$ cat src/rtl/fan_ctrl_pkg.sv
// Shared definitions for the multi-channel fan controller: the per-channel
// state encoding and a saturating subtract used for the lower thresholds.
package fan_ctrl_pkg;

  typedef enum logic [1:0] {
    ST_OFF  = 2'd0,
    ST_KICK = 2'd1,
    ST_RUN  = 2'd2,
    ST_FULL = 2'd3
  } fan_state_e;

  // a - b, clamped at zero instead of wrapping
  function automatic logic [31:0] sat_sub(input logic [31:0] a, input logic [31:0] b);
    return (a > b) ? (a - b) : 32'd0;
  endfunction

endpackage

$ cat src/rtl/fan_ch_fsm.sv
// One fan channel: threshold/hysteresis state machine with kick-start,
// glitch-free duty latch and registered PWM compare.
// With FAN_TACH_EN defined, also a tach stall detector for the channel.
module fan_ch_fsm
  import fan_ctrl_pkg::*;
#(
  parameter int TW         = 12,
  parameter int PWM_BITS   = 8,
  parameter int KICK_TICKS = 1024
) (
  input  logic                clk,
  input  logic                rst,
  input  logic                tick,
  input  logic                wrap,
  input  logic [PWM_BITS-1:0] pwm_cnt,
  input  logic [TW-1:0]       temp_q,
  input  logic [TW-1:0]       thr_on,
  input  logic [TW-1:0]       thr_full,
  input  logic [TW-1:0]       hyst,
  input  logic [PWM_BITS-1:0] duty_run,
  input  logic                override,
  output logic                fan_pwm,
`ifdef FAN_TACH_EN
  input  logic                fan_tach,
  output logic                fan_stall,
`endif
  output logic [1:0]          fan_state
);

  localparam int            KW        = $clog2(KICK_TICKS + 1);
  localparam logic [KW-1:0] KICK_LAST = KW'(KICK_TICKS - 1);

  fan_state_e          state_q, state_d;
  logic [KW-1:0]       kick_q, kick_d;
  logic [PWM_BITS-1:0] duty_q, duty_d;
  logic                pwm_q, pwm_d;
  logic [TW-1:0]       off_thr, run_thr;

  assign off_thr = TW'(sat_sub(32'(thr_on), 32'(hyst)));
  assign run_thr = TW'(sat_sub(32'(thr_full), 32'(hyst)));

  // Next state and kick counter; the override wins over every state
  always_comb begin
    state_d = state_q;
    kick_d  = kick_q;
    if (override) begin
      state_d = ST_FULL;
      kick_d  = '0;
    end else begin
      case (state_q)
        ST_OFF: begin
          if (temp_q >= thr_on) begin
            state_d = ST_KICK;
            kick_d  = '0;
          end
        end
        ST_KICK: begin
          // temperature is deliberately ignored until the kick has elapsed
          if (tick) begin
            if (kick_q == KICK_LAST) begin
              kick_d  = '0;
              state_d = (temp_q >= thr_full) ? ST_FULL : ST_RUN;
            end else begin
              kick_d = kick_q + 1'b1;
            end
          end
        end
        ST_RUN: begin
          if (temp_q >= thr_full) begin
            state_d = ST_FULL;
          end else if (temp_q < off_thr) begin
            state_d = ST_OFF;
          end
        end
        ST_FULL: begin
          if (temp_q < run_thr) begin
            state_d = ST_RUN;
          end
        end
        default: state_d = ST_OFF;
      endcase
    end
  end

  // Duty latch at counter wrap and PWM level from the current state
  always_comb begin
    duty_d = wrap ? duty_run : duty_q;
    case (state_q)
      ST_OFF:  pwm_d = 1'b0;
      // all-ones duty means a true 100%, not 255/256
      ST_RUN:  pwm_d = (&duty_q) | (pwm_cnt < duty_q);
      default: pwm_d = 1'b1;
    endcase
  end

  // Channel state registers
  always_ff @(posedge clk) begin
    if (rst) begin
      state_q <= ST_OFF;
      kick_q  <= '0;
      duty_q  <= '0;
      pwm_q   <= 1'b0;
    end else begin
      state_q <= state_d;
      kick_q  <= kick_d;
      duty_q  <= duty_d;
      pwm_q   <= pwm_d;
    end
  end

  assign fan_pwm   = pwm_q;
  assign fan_state = state_q;

`ifdef FAN_TACH_EN
  // tsync[0..1] synchronise the tach pin, tsync[2] holds the previous synced level
  logic [2:0] tsync_q, tsync_d;
  logic [2:0] edge_cnt_q, edge_cnt_d;
  logic       stall_q, stall_d;
  logic       tach_rise;

  assign tach_rise = tsync_q[1] & ~tsync_q[2];

  // Count tach edges per window and judge the stall at window end
  always_comb begin
    tsync_d    = {tsync_q[1:0], fan_tach};
    edge_cnt_d = edge_cnt_q;
    stall_d    = stall_q;
    if (state_q == ST_OFF || state_q == ST_KICK) begin
      edge_cnt_d = '0;
      stall_d    = 1'b0;
    end else if (wrap) begin
      stall_d    = (edge_cnt_q < 3'd2);
      edge_cnt_d = '0;
    end else if (tach_rise && edge_cnt_q != 3'd7) begin
      edge_cnt_d = edge_cnt_q + 3'd1;
    end
  end

  // Tach registers
  always_ff @(posedge clk) begin
    if (rst) begin
      tsync_q    <= '0;
      edge_cnt_q <= '0;
      stall_q    <= 1'b0;
    end else begin
      tsync_q    <= tsync_d;
      edge_cnt_q <= edge_cnt_d;
      stall_q    <= stall_d;
    end
  end

  assign fan_stall = stall_q;
`endif

endmodule

$ cat src/rtl/fan_ctrl_multi.sv
// Multi-channel fan PWM controller. Shares the prescaler, PWM counter,
// captured temperature and sticky over-temperature flag across NCH channels.
// Optional tach stall detection is enabled by defining FAN_TACH_EN.
module fan_ctrl_multi
  import fan_ctrl_pkg::*;
#(
  parameter int            NCH        = 1,
  parameter int            TW         = 12,
  parameter int            PWM_BITS   = 8,
  parameter int            PRESCALE   = 64,
  parameter int            KICK_TICKS = 1024,
  parameter logic [TW-1:0] OT_LIMIT   = TW'(3000)
) (
  input  logic                    clk,
  input  logic                    rst,
  input  logic                    temp_valid,
  input  logic [TW-1:0]           temp,
  input  logic [NCH*TW-1:0]       thr_on,
  input  logic [NCH*TW-1:0]       thr_full,
  input  logic [TW-1:0]           hyst,
  input  logic [NCH*PWM_BITS-1:0] duty_run,
  input  logic                    force_full,
`ifdef FAN_TACH_EN
  input  logic [NCH-1:0]          fan_tach,
  output logic [NCH-1:0]          fan_stall,
`endif
  output logic [NCH-1:0]          fan_pwm,
  output logic [2*NCH-1:0]        fan_state,
  output logic                    overtemp
);

  localparam int             PSW     = (PRESCALE > 1) ? $clog2(PRESCALE) : 1;
  localparam logic [PSW-1:0] PS_LAST = PSW'(PRESCALE - 1);

  logic [PSW-1:0]      presc_q, presc_d;
  logic [PWM_BITS-1:0] cnt_q, cnt_d;
  logic [TW-1:0]       temp_q, temp_d;
  logic                ot_q, ot_d;
  logic                tick, wrap, override;
  logic [TW-1:0]       ot_clr_thr;

  assign tick       = (presc_q == PS_LAST);
  assign wrap       = tick & (&cnt_q);
  assign override   = force_full | ot_q;
  assign ot_clr_thr = TW'(sat_sub(32'(OT_LIMIT), 32'(hyst)));

  // Shared timebase, temperature capture and sticky over-temperature flag
  always_comb begin
    presc_d = tick ? '0 : presc_q + 1'b1;
    cnt_d   = tick ? cnt_q + 1'b1 : cnt_q;
    temp_d  = temp_valid ? temp : temp_q;
    ot_d    = ot_q ? (temp_q >= ot_clr_thr) : (temp_q >= OT_LIMIT);
  end

  // Shared registers
  always_ff @(posedge clk) begin
    if (rst) begin
      presc_q <= '0;
      cnt_q   <= '0;
      temp_q  <= '0;
      ot_q    <= 1'b0;
    end else begin
      presc_q <= presc_d;
      cnt_q   <= cnt_d;
      temp_q  <= temp_d;
      ot_q    <= ot_d;
    end
  end

  assign overtemp = ot_q;

  genvar g;
  generate
    for (g = 0; g < NCH; g++) begin : g_ch
      fan_ch_fsm #(
        .TW        (TW),
        .PWM_BITS  (PWM_BITS),
        .KICK_TICKS(KICK_TICKS)
      ) u_ch (
        .clk      (clk),
        .rst      (rst),
        .tick     (tick),
        .wrap     (wrap),
        .pwm_cnt  (cnt_q),
        .temp_q   (temp_q),
        .thr_on   (thr_on[g*TW +: TW]),
        .thr_full (thr_full[g*TW +: TW]),
        .hyst     (hyst),
        .duty_run (duty_run[g*PWM_BITS +: PWM_BITS]),
        .override (override),
        .fan_pwm  (fan_pwm[g]),
`ifdef FAN_TACH_EN
        .fan_tach (fan_tach[g]),
        .fan_stall(fan_stall[g]),
`endif
        .fan_state(fan_state[2*g +: 2])
      );
    end
  endgenerate

endmodule

$ cat config.mk
export PLATFORM = sky130hd
export DESIGN_NAME = fan_ctrl_multi
export DESIGN_NICKNAME = d
export VERILOG_FILES = /design/src/rtl/fan_ctrl_pkg.sv /design/src/rtl/fan_ch_fsm.sv /design/src/rtl/fan_ctrl_multi.sv
export SDC_FILE = /design/constraint.sdc
export NUM_CORES = 1
export LEC_CHECK = 0
export BUFFER_PORTS_ARGS = -buffer_cell sky130_fd_sc_hd__buf_4
export CAP_MARGIN = 20
export CORE_MARGIN = 3
export CORE_UTILIZATION = 30
export DETAILED_ROUTE_END_ITERATION = 16
export HOLD_SLACK_MARGIN = 0.08
export PLACE_DENSITY = 0.49
export SKIP_LAST_GASP = 1
export SYNTH_ARGS = -nofsm -noshare
export SYNTH_HDL_FRONTEND = slang
export SYNTH_SLANG_ARGS = --single-unit
$ cat constraint.sdc
create_clock -name clk -period 5.34 [get_ports clk]
set_input_delay 0.801 -clock clk [delete_from_list [all_inputs] [get_ports clk]]
set_output_delay 0.801 -clock clk [all_outputs]
set_load 0.01 [all_outputs]
Word level (Yosys, flattened, before mapping)
Index checks and enable logic that the tools add are counted.
- add/subtract/negate cells: 6
- $mul: 0
- div/mod/pow operators: 0
- $lt $le $gt $ge: 10
- equality and inequality tests: 12
- shift-type cells: 0
- multiplexer cells: 18
- bitwise logic cells: 3
- reduce and logical (&&, ||, !) cells: 8
- operator list (cell ; count):
    greater-or-equal comparator 12 bit ; 3
    2-to-1 mux 12 bit ; 3
    2-to-1 mux 11 bit ; 3
    > comparator 12 bit ; 2
    less-than comparator 12 bit ; 2
    subtractor 12 bit ; 2
    one-hot mux 11 bit (2 select lines) ; 1
    AND reduction 8 bit ; 2
    2-to-1 mux 2 bit ; 7
    greater-or-equal comparator 12 bit (second input constant) ; 1
    > comparator 12 bit (first input constant) ; 1
    subtractor 12 bit (first input constant) ; 1
    adder 11 x 1 -> 11 bit (second input constant) ; 1
    == test 11 x 10 -> 1 bit (second input constant) ; 1
    != test 3 x 1 -> 1 bit (second input constant) ; 3
    adder 8 x 1 -> 8 bit (second input constant) ; 1
    less-than comparator 8 bit ; 1
    one-hot mux 2 bit (4 select lines) ; 1
    adder 6 x 1 -> 6 bit (second input constant) ; 1
    == test 6 bit (second input constant) ; 1
    AND reduction 5 bit ; 1
    == test 2 bit (second input constant) ; 2
    != test 4 x 1 -> 1 bit (second input constant) ; 1
    OR reduction 2 bit ; 2
    other kinds (11) ; 13
- flip-flop bits (word level): 49
- bits in latches: 0
- bits in writable memories: 0
- memory bits (read-only): 0
- output and inout port bits: 4
- word-level logic and storage cells: 65
- memories kept: 0

Logic depth before layout (Yosys ltp)
- depth after elaboration: 7
- mapped depth: 18
- depth with buffers taken out: 18

Modules after synthesis
From an unflattened synthesis, not the netlist that was laid out.
- cells, all modules: 646
- area total of the unflattened synthesis: 5037.3 um2
- by module, submodules not included (module ; times used ; cells an instance ; area each (um2) ; seq. area each (um2)):
    fan_ch_fsm ; 1 ; 463 ; 3438.3 ; 440.4
    fan_ctrl_multi ; 1 ; 183 ; 1599.0 ; 540.5

Worst setup path after synthesis
Ideal clock, no wire load.
- path type: in2reg
- start point: input port thr_full[0]
- end point: register g_ch[0].u_ch.state_q[1]
- library setup time: 0.088 ns
- data arrival time: 4.063 ns
- required time: 5.252 ns
- setup slack: 1.189 ns
- stages: 18
- path buffers: 1
- path through: inv_1 > ha_1 > fa_1 > nand2b_1 > a211oi_1 > a311oi_2 > nor2_1 > o32a_1 > clkbuf_1 > nand2_1 > ha_1 > or4_1 > a21oi_1 > nand2b_1 > o21ai_1 > and4b_1 > o221ai_1 > a311oi_2
- cells in the longest elaborated chain, start to end: 5
- elaborated cells on any way between the ends: 11
- classes of those cells: add/sub: 1; order compare: 3; eq/ne: 2; mux: 4; reduce/logical: 1
- ends and longest elaborated chain (item ; RTL line ; text):
    start: declaration ; fan_ctrl_multi.sv:19 ; input logic [NCH*TW-1:0] thr_full,
    subtractor 12 bit or > comparator 12 bit (tied branches) ; fan_ctrl_pkg.sv:14 ; return (a > b) ? (a - b) : 32'd0;
    2-to-1 mux 12 bit ; fan_ctrl_pkg.sv:14 ;
    less-than comparator 12 bit ; fan_ch_fsm.sv:76 ; if (temp_q < run_thr) begin
    != test 3 x 1 -> 1 bit (no line) ; n/a ;
    AND reduction 5 bit (no line) ; n/a ;
    end signal: assignment ; fan_ch_fsm.sv:104 ; state_q <= state_d;
    end: declaration ; fan_ch_fsm.sv:33 ; fan_state_e state_q, state_d;
Several ways; a longest one is shown, not always the timed one.
A chain may end at the register's enable or synchronous reset.

Worst setup path after layout
- start point: input port thr_on[0]
- end point: register g_ch[0].u_ch.state_q[1]
- cells in the longest elaborated chain, start to end: 5
- elaborated cells on any way between the ends: 8
- classes of those cells: add/sub: 1; order compare: 3; eq/ne: 2; mux: 1; reduce/logical: 1
- ends and longest elaborated chain (item ; RTL line ; text):
    start: declaration ; fan_ctrl_multi.sv:18 ; input logic [NCH*TW-1:0] thr_on,
    subtractor 12 bit or > comparator 12 bit (tied branches) ; fan_ctrl_pkg.sv:14 ;
    2-to-1 mux 12 bit ; fan_ctrl_pkg.sv:14 ;
    less-than comparator 12 bit ; fan_ch_fsm.sv:71 ; end else if (temp_q < off_thr) begin
    != test 4 x 1 -> 1 bit (no line) ; n/a ;
    AND reduction 5 bit (no line) * ; n/a ;
Every way passes the cells marked *; elsewhere a longest branch is shown, timed or not.

==> impl_results.html <==
<table>
<tr><th>Metric</th><th>Value</th></tr>
<tr><th colspan="2">Run status</th></tr>
<tr><td>Outcome</td><td>completed</td></tr>
<tr><th colspan="2">Worst setup path</th></tr>
<tr><td>Slack of the worst reg-to-reg path</td><td>2.61 ns</td></tr>
<tr><td>Cell with the biggest individual delay on the critical path</td><td>sky130_fd_sc_hd__a21oi_1</td></tr>
<tr><td>Number of buffer and inverter instances along the worst setup path</td><td>2</td></tr>
<tr><td>Cells on worst reg2reg path</td><td>8</td></tr>
<tr><td>WS Path Type</td><td>primary input to register</td></tr>
<tr><td>Origin of the critical flop-to-flop path</td><td>temp_q[2]</td></tr>
<tr><td>Startpoint of the worst setup timing path</td><td>thr_on[0]</td></tr>
<tr><td>Largest delay contributor family on the critical path</td><td>compound AO/OA/AOI/OAI gates</td></tr>
<tr><td>Startpoint types</td><td>primary input</td></tr>
<tr><td>Crit-path cells</td><td>buf_4 &gt; inv_1 &gt; ha_1 &gt; fa_1 &gt; nand2b_1 &gt; a21oi_1 &gt; a211oi_1 &gt; a21oi_1 &gt; o21ai_1 &gt; ha_1 &gt; a21o_1 &gt; a21oi_1 &gt; nor3b_1 &gt; a211oi_1 &gt; o21ai_0 &gt; nor4_1 &gt; a311oi_2</td></tr>
<tr><td>Critical Path Fanout Max</td><td>11</td></tr>
<tr><td>Required time worst endpoint</td><td>5.50 ns</td></tr>
<tr><td>CP arrival</td><td>4.54 ns</td></tr>
<tr><td>Max incr delay on CP</td><td>0.65 ns</td></tr>
<tr><td>Most common cell on crit path</td><td>sky130_fd_sc_hd__a21oi_1</td></tr>
<tr><td>Worst Setup End Kind</td><td>register</td></tr>
<tr><td>Levels on crit path</td><td>17</td></tr>
<tr><td>R2r endpoint</td><td>g_ch[0].u_ch.kick_q[1]</td></tr>
<tr><th colspan="2">Clocking</th></tr>
<tr><td>Cts repair resizes</td><td>0</td></tr>
<tr><td>Insertion delay to the later sink of the worst-skew pair</td><td>0.29 ns</td></tr>
<tr><td>Post-CTS setup repair buffer count</td><td>0</td></tr>
<tr><td>Worst-path clk slew</td><td>0.07 ns</td></tr>
<tr><td>Root Buffer</td><td>sky130_fd_sc_hd__clkbuf_16</td></tr>
<tr><td>H-tree Lvls</td><td>2</td></tr>
<tr><td>Sinks on Clock Net</td><td>49</td></tr>
<tr><td>Number of buffers added by the clock tree synthesis step</td><td>5</td></tr>
<tr><td>Maximum root-to-sink buffer count</td><td>2</td></tr>
<tr><td>Number of hold buffers added after CTS</td><td>0</td></tr>
<tr><td>TritonCTS clock tree</td><td>done</td></tr>
<tr><th colspan="2">Run</th></tr>
<tr><td>Maximum capacitance violations</td><td>0</td></tr>
<tr><th colspan="2">Logic synthesis</th></tr>
<tr><td>Leading register cell type out of synthesis</td><td>sky130_fd_sc_hd__dfxtp_1</td></tr>
<tr><td>FFs w/ async S/R, synth</td><td>0</td></tr>
<tr><td>Cell with the most instances after synthesis</td><td>sky130_fd_sc_hd__ha_1</td></tr>
<tr><td>Post-Syn Area</td><td>5041 sq um</td></tr>
<tr><td>Most frequent cells after synthesis</td><td>93 x sky130_fd_sc_hd__ha_1, 72 x sky130_fd_sc_hd__nor2_1, 56 x sky130_fd_sc_hd__inv_1</td></tr>
<tr><td>Basic-gate share of the synthesized area counting and, or, nand and nor cells</td><td>0.2189</td></tr>
<tr><td>Adder-cell area share of the yosys netlist</td><td>0.2388</td></tr>
<tr><td>Sequential area share after synthesis</td><td>0.1946</td></tr>
<tr><td>Post-synth net total</td><td>797</td></tr>
<tr><td>EDFF count, synth</td><td>0</td></tr>
<tr><td>Largest cells by area after synthesis</td><td>sky130_fd_sc_hd__ha_1 23%, sky130_fd_sc_hd__dfxtp_1 19%, sky130_fd_sc_hd__nor2_1 5.4%, sky130_fd_sc_hd__mux2i_1 4.4%, sky130_fd_sc_hd__a21oi_1 4.2%</td></tr>
<tr><td>Syn Inst Count</td><td>642</td></tr>
<tr><td>Proportion of synthesized area in mux cells</td><td>0.04368</td></tr>
<tr><td>Mean cell area of the mapped netlist</td><td>7.852 sq um</td></tr>
<tr><td>Largest family of logic cells by synthesized area</td><td>adder cells</td></tr>
<tr><td>Distinct cell type count of the synthesized netlist</td><td>55</td></tr>
<tr><td>Number of warnings reported in the yosys synthesis log</td><td>0</td></tr>
<tr><td>Parity-gate share of the synthesized area counting xor and xnor cells</td><td>0.05212</td></tr>
<tr><td>Share of Yosys cell area claimed by the top area cell type</td><td>0.2308</td></tr>
<tr><td>Top cell type by total area after synthesis</td><td>sky130_fd_sc_hd__ha_1</td></tr>
<tr><td>Compound-cell area share of the yosys netlist</td><td>0.1991</td></tr>
<tr><td>Flop and latch count out of synthesis</td><td>49</td></tr>
<tr><th colspan="2">Power</th></tr>
<tr><td>P_leak</td><td>2.616 nW</td></tr>
<tr><td>Total power divided by cell area</td><td>201.5 nW/um^2</td></tr>
<tr><td>Largest vdd supply drop</td><td>0.1513 mV</td></tr>
<tr><td>Total power</td><td>1.190 mW</td></tr>
<tr><th colspan="2">Place</th></tr>
<tr><td>Total placed instance area</td><td>5736 sq um</td></tr>
<tr><td>Worst setup slack after placement</td><td>0.6834 ns</td></tr>
<tr><td>Count of input and output buffers</td><td>63</td></tr>
<tr><td>Number of cells after detailed placement</td><td>908</td></tr>
<tr><td>Detailed Place HPWL</td><td>11.94 mm</td></tr>
<tr><td>RePlAce Congestion</td><td>0.9241</td></tr>
<tr><th colspan="2">Timing</th></tr>
<tr><td>Unrepaired setup endpoints after global routing</td><td>no</td></tr>
<tr><td>Worst slew margin relative to its limit</td><td>0.4905</td></tr>
<tr><td>Final critical-path setup slack</td><td>0.9576 ns</td></tr>
<tr><td>Part of the cycle the worst path needs</td><td>0.8207</td></tr>
<tr><td>Fmax</td><td>228.2 MHz</td></tr>
<tr><td>Final count of pins violating max slew</td><td>0</td></tr>
<tr><td>Finish-stage setup viols</td><td>0</td></tr>
<tr><td>Worst-Margin Slew</td><td>0.7643 ns</td></tr>
<tr><td>Final Hold Violating Endpoints</td><td>0</td></tr>
<tr><td>Tmin final</td><td>4.382 ns</td></tr>
<tr><td>Worst Clk Skew</td><td>0.006461 ns</td></tr>
<tr><td>Final sum of negative setup slack</td><td>0 ns</td></tr>
<tr><td>Final hold slack</td><td>0.4340 ns</td></tr>
<tr><th colspan="2">Finish</th></tr>
<tr><td>Fill count</td><td>1741</td></tr>
<tr><td>Layout Utilization</td><td>0.3651</td></tr>
<tr><td>Proportion of layout cells with a drive suffix above 1</td><td>0.1214</td></tr>
<tr><td>Final net count</td><td>854</td></tr>
<tr><td>Count of inserted antenna diode cells</td><td>0</td></tr>
<tr><td>Layout-stage area growth over the synthesis result</td><td>17.13%</td></tr>
<tr><td>Area of all placed cells without fillers</td><td>5904 sq um</td></tr>
<tr><td>Number of non-filler instances in the completed layout</td><td>916</td></tr>
<tr><th colspan="2">Hold path</th></tr>
<tr><td>Worst hold stages</td><td>2</td></tr>
<tr><td>Endpoint of the worst hold-timing path</td><td>g_ch[0].u_ch.kick_q[10]</td></tr>
<tr><td>Worst Hold Launch</td><td>g_ch[0].u_ch.kick_q[10]</td></tr>
<tr><td>Class of the most critical hold timing path</td><td>register to register</td></tr>
<tr><th colspan="2">GRT</th></tr>
<tr><td>Largest net degree at the start of global routing</td><td>42</td></tr>
<tr><td>Initial antenna violation count</td><td>0</td></tr>
<tr><td>Wire length of the first global-routing pass</td><td>24.21 mm</td></tr>
<tr><td>Total GRT Usage</td><td>0.1621</td></tr>
<tr><td>Total global routing overflow</td><td>0</td></tr>
<tr><td>Number of global-route vias before repair</td><td>4803</td></tr>
<tr><th colspan="2">Route</th></tr>
<tr><td>Vias per cell</td><td>5.171</td></tr>
<tr><td>Number of vias in the routed layout</td><td>4737</td></tr>
<tr><td>Detailed-route wire length per cell</td><td>15.89 microns</td></tr>
<tr><td>DRT Wirelength</td><td>14.56 mm</td></tr>
<tr><td>ANT nets after route</td><td>0</td></tr>
<tr><td>Number of detailed-routing iterations run before antenna repair</td><td>4</td></tr>
<tr><td>Number of remaining DRC errors</td><td>0</td></tr>
<tr><td>Violation count after the first detailed-routing iteration</td><td>282</td></tr>
<tr><th colspan="2">Floorplan</th></tr>
<tr><td>Core region area</td><td>16170 sq um</td></tr>
<tr><td>Die width</td><td>135.6 microns</td></tr>
<tr><td>Number of top-level design ports</td><td>64</td></tr>
<tr><td>Initial standard-cell utilization of the core</td><td>0.3117</td></tr>
<tr><td>Die area</td><td>18400 sq um</td></tr>
<tr><td>Number of placement rows</td><td>46</td></tr>
<tr><td>Die extent in y</td><td>135.6 microns</td></tr>
</table>
==> worst max-delay path by stage <==
stage,endpoint,slack (ns)
4_1_cts,g_ch[0].u_ch.fan_state[1],1.0
5_1_grt,g_ch[0].u_ch.fan_state[1],0.66
2_1_floorplan,g_ch[0].u_ch.fan_state[1],1.19
6_report,g_ch[0].u_ch.fan_state[1],0.96
3_3_place_gp,g_ch[0].u_ch.fan_state[1],0.89
3_5_place_dp,g_ch[0].u_ch.fan_state[1],0.68
==> worst register-to-register path, delay by kind of cell, from the launching register on <==
| family | cells | cell delay (ns) |
|---|---|---|
| flip-flops | 1 | 0.61 |
| adder cells (fa/ha/maj) | 1 | 0.31 |
| AND/OR/NAND/NOR | 2 | 0.19 |
| AO/OA/AOI/OAI | 5 | 1.57 |
==> sequential cells by signal, summed over array words and instances, names as in the netlist <==
name	flops
temp_q	12
cnt_q	8
g_ch.u_ch.kick_q	11
g_ch.u_ch.fan_pwm	1
presc_q	6
overtemp	1
g_ch.u_ch.fan_state	2
g_ch.u_ch.duty_q	8
==> power breakdown <==
group          internal [mW]  switching [mW]  total, mW
Sequential             0.376          0.0296      0.406
Combinational          0.191           0.225      0.416
Clock                  0.222           0.146      0.369
==> kinds of logic after synthesis <==
group | count (synthesis)
buffers and inverters | 70
AO/OA/AOI/OAI | 150
XOR/XNOR | 30
multiplexers | 22
AND/OR/NAND/NOR | 226
flip-flops | 49
adder cells (fa/ha/maj) | 95
==> layout by cell type (no fill, tap or decap), drive strengths merged, types with 7 or more instances in the layout <==
cell	Yosys	final
a211oi	9	9
a21o	9	9
a21oi	42	42
a31oi	9	9
buf	6	64
dfxtp	49	49
ha	93	93
inv	56	57
mux2i	22	22
nand2	46	46
nand2b	14	14
nand3	21	21
nand4	19	19
nor2	73	73
nor3	16	16
o21a	8	8
o21ai	41	41
or3	7	7
xnor2	22	22
xor2	8	8
==> per-layer routing <==
| layer | track usage | wire length [microns] |
|---|---|---|
| met4 | 0.03471 | 226 |
| met2 | 0.2882 | 7003 |
| met1 | 0.2095 | 6724 |
| met5 | 0 | 0 |
| met3 | 0.02080 | 603 |
==> cell type report <==
class / count / area (sq um) / area share
multi-input cells: 523 / 3794 / 0.6425
clock buffers: 5 / 125.1 / 0.02119
clock inverters: 3 / 43.79 / 0.007417
flip-flops and latches: 49 / 980.9 / 0.1661
repair buffers: 64 / 480.5 / 0.08137
well taps: 216 / 270.3 / 0.04577
inverters: 56 / 210.2 / 0.03560
(Power assumes the default switching activity.)
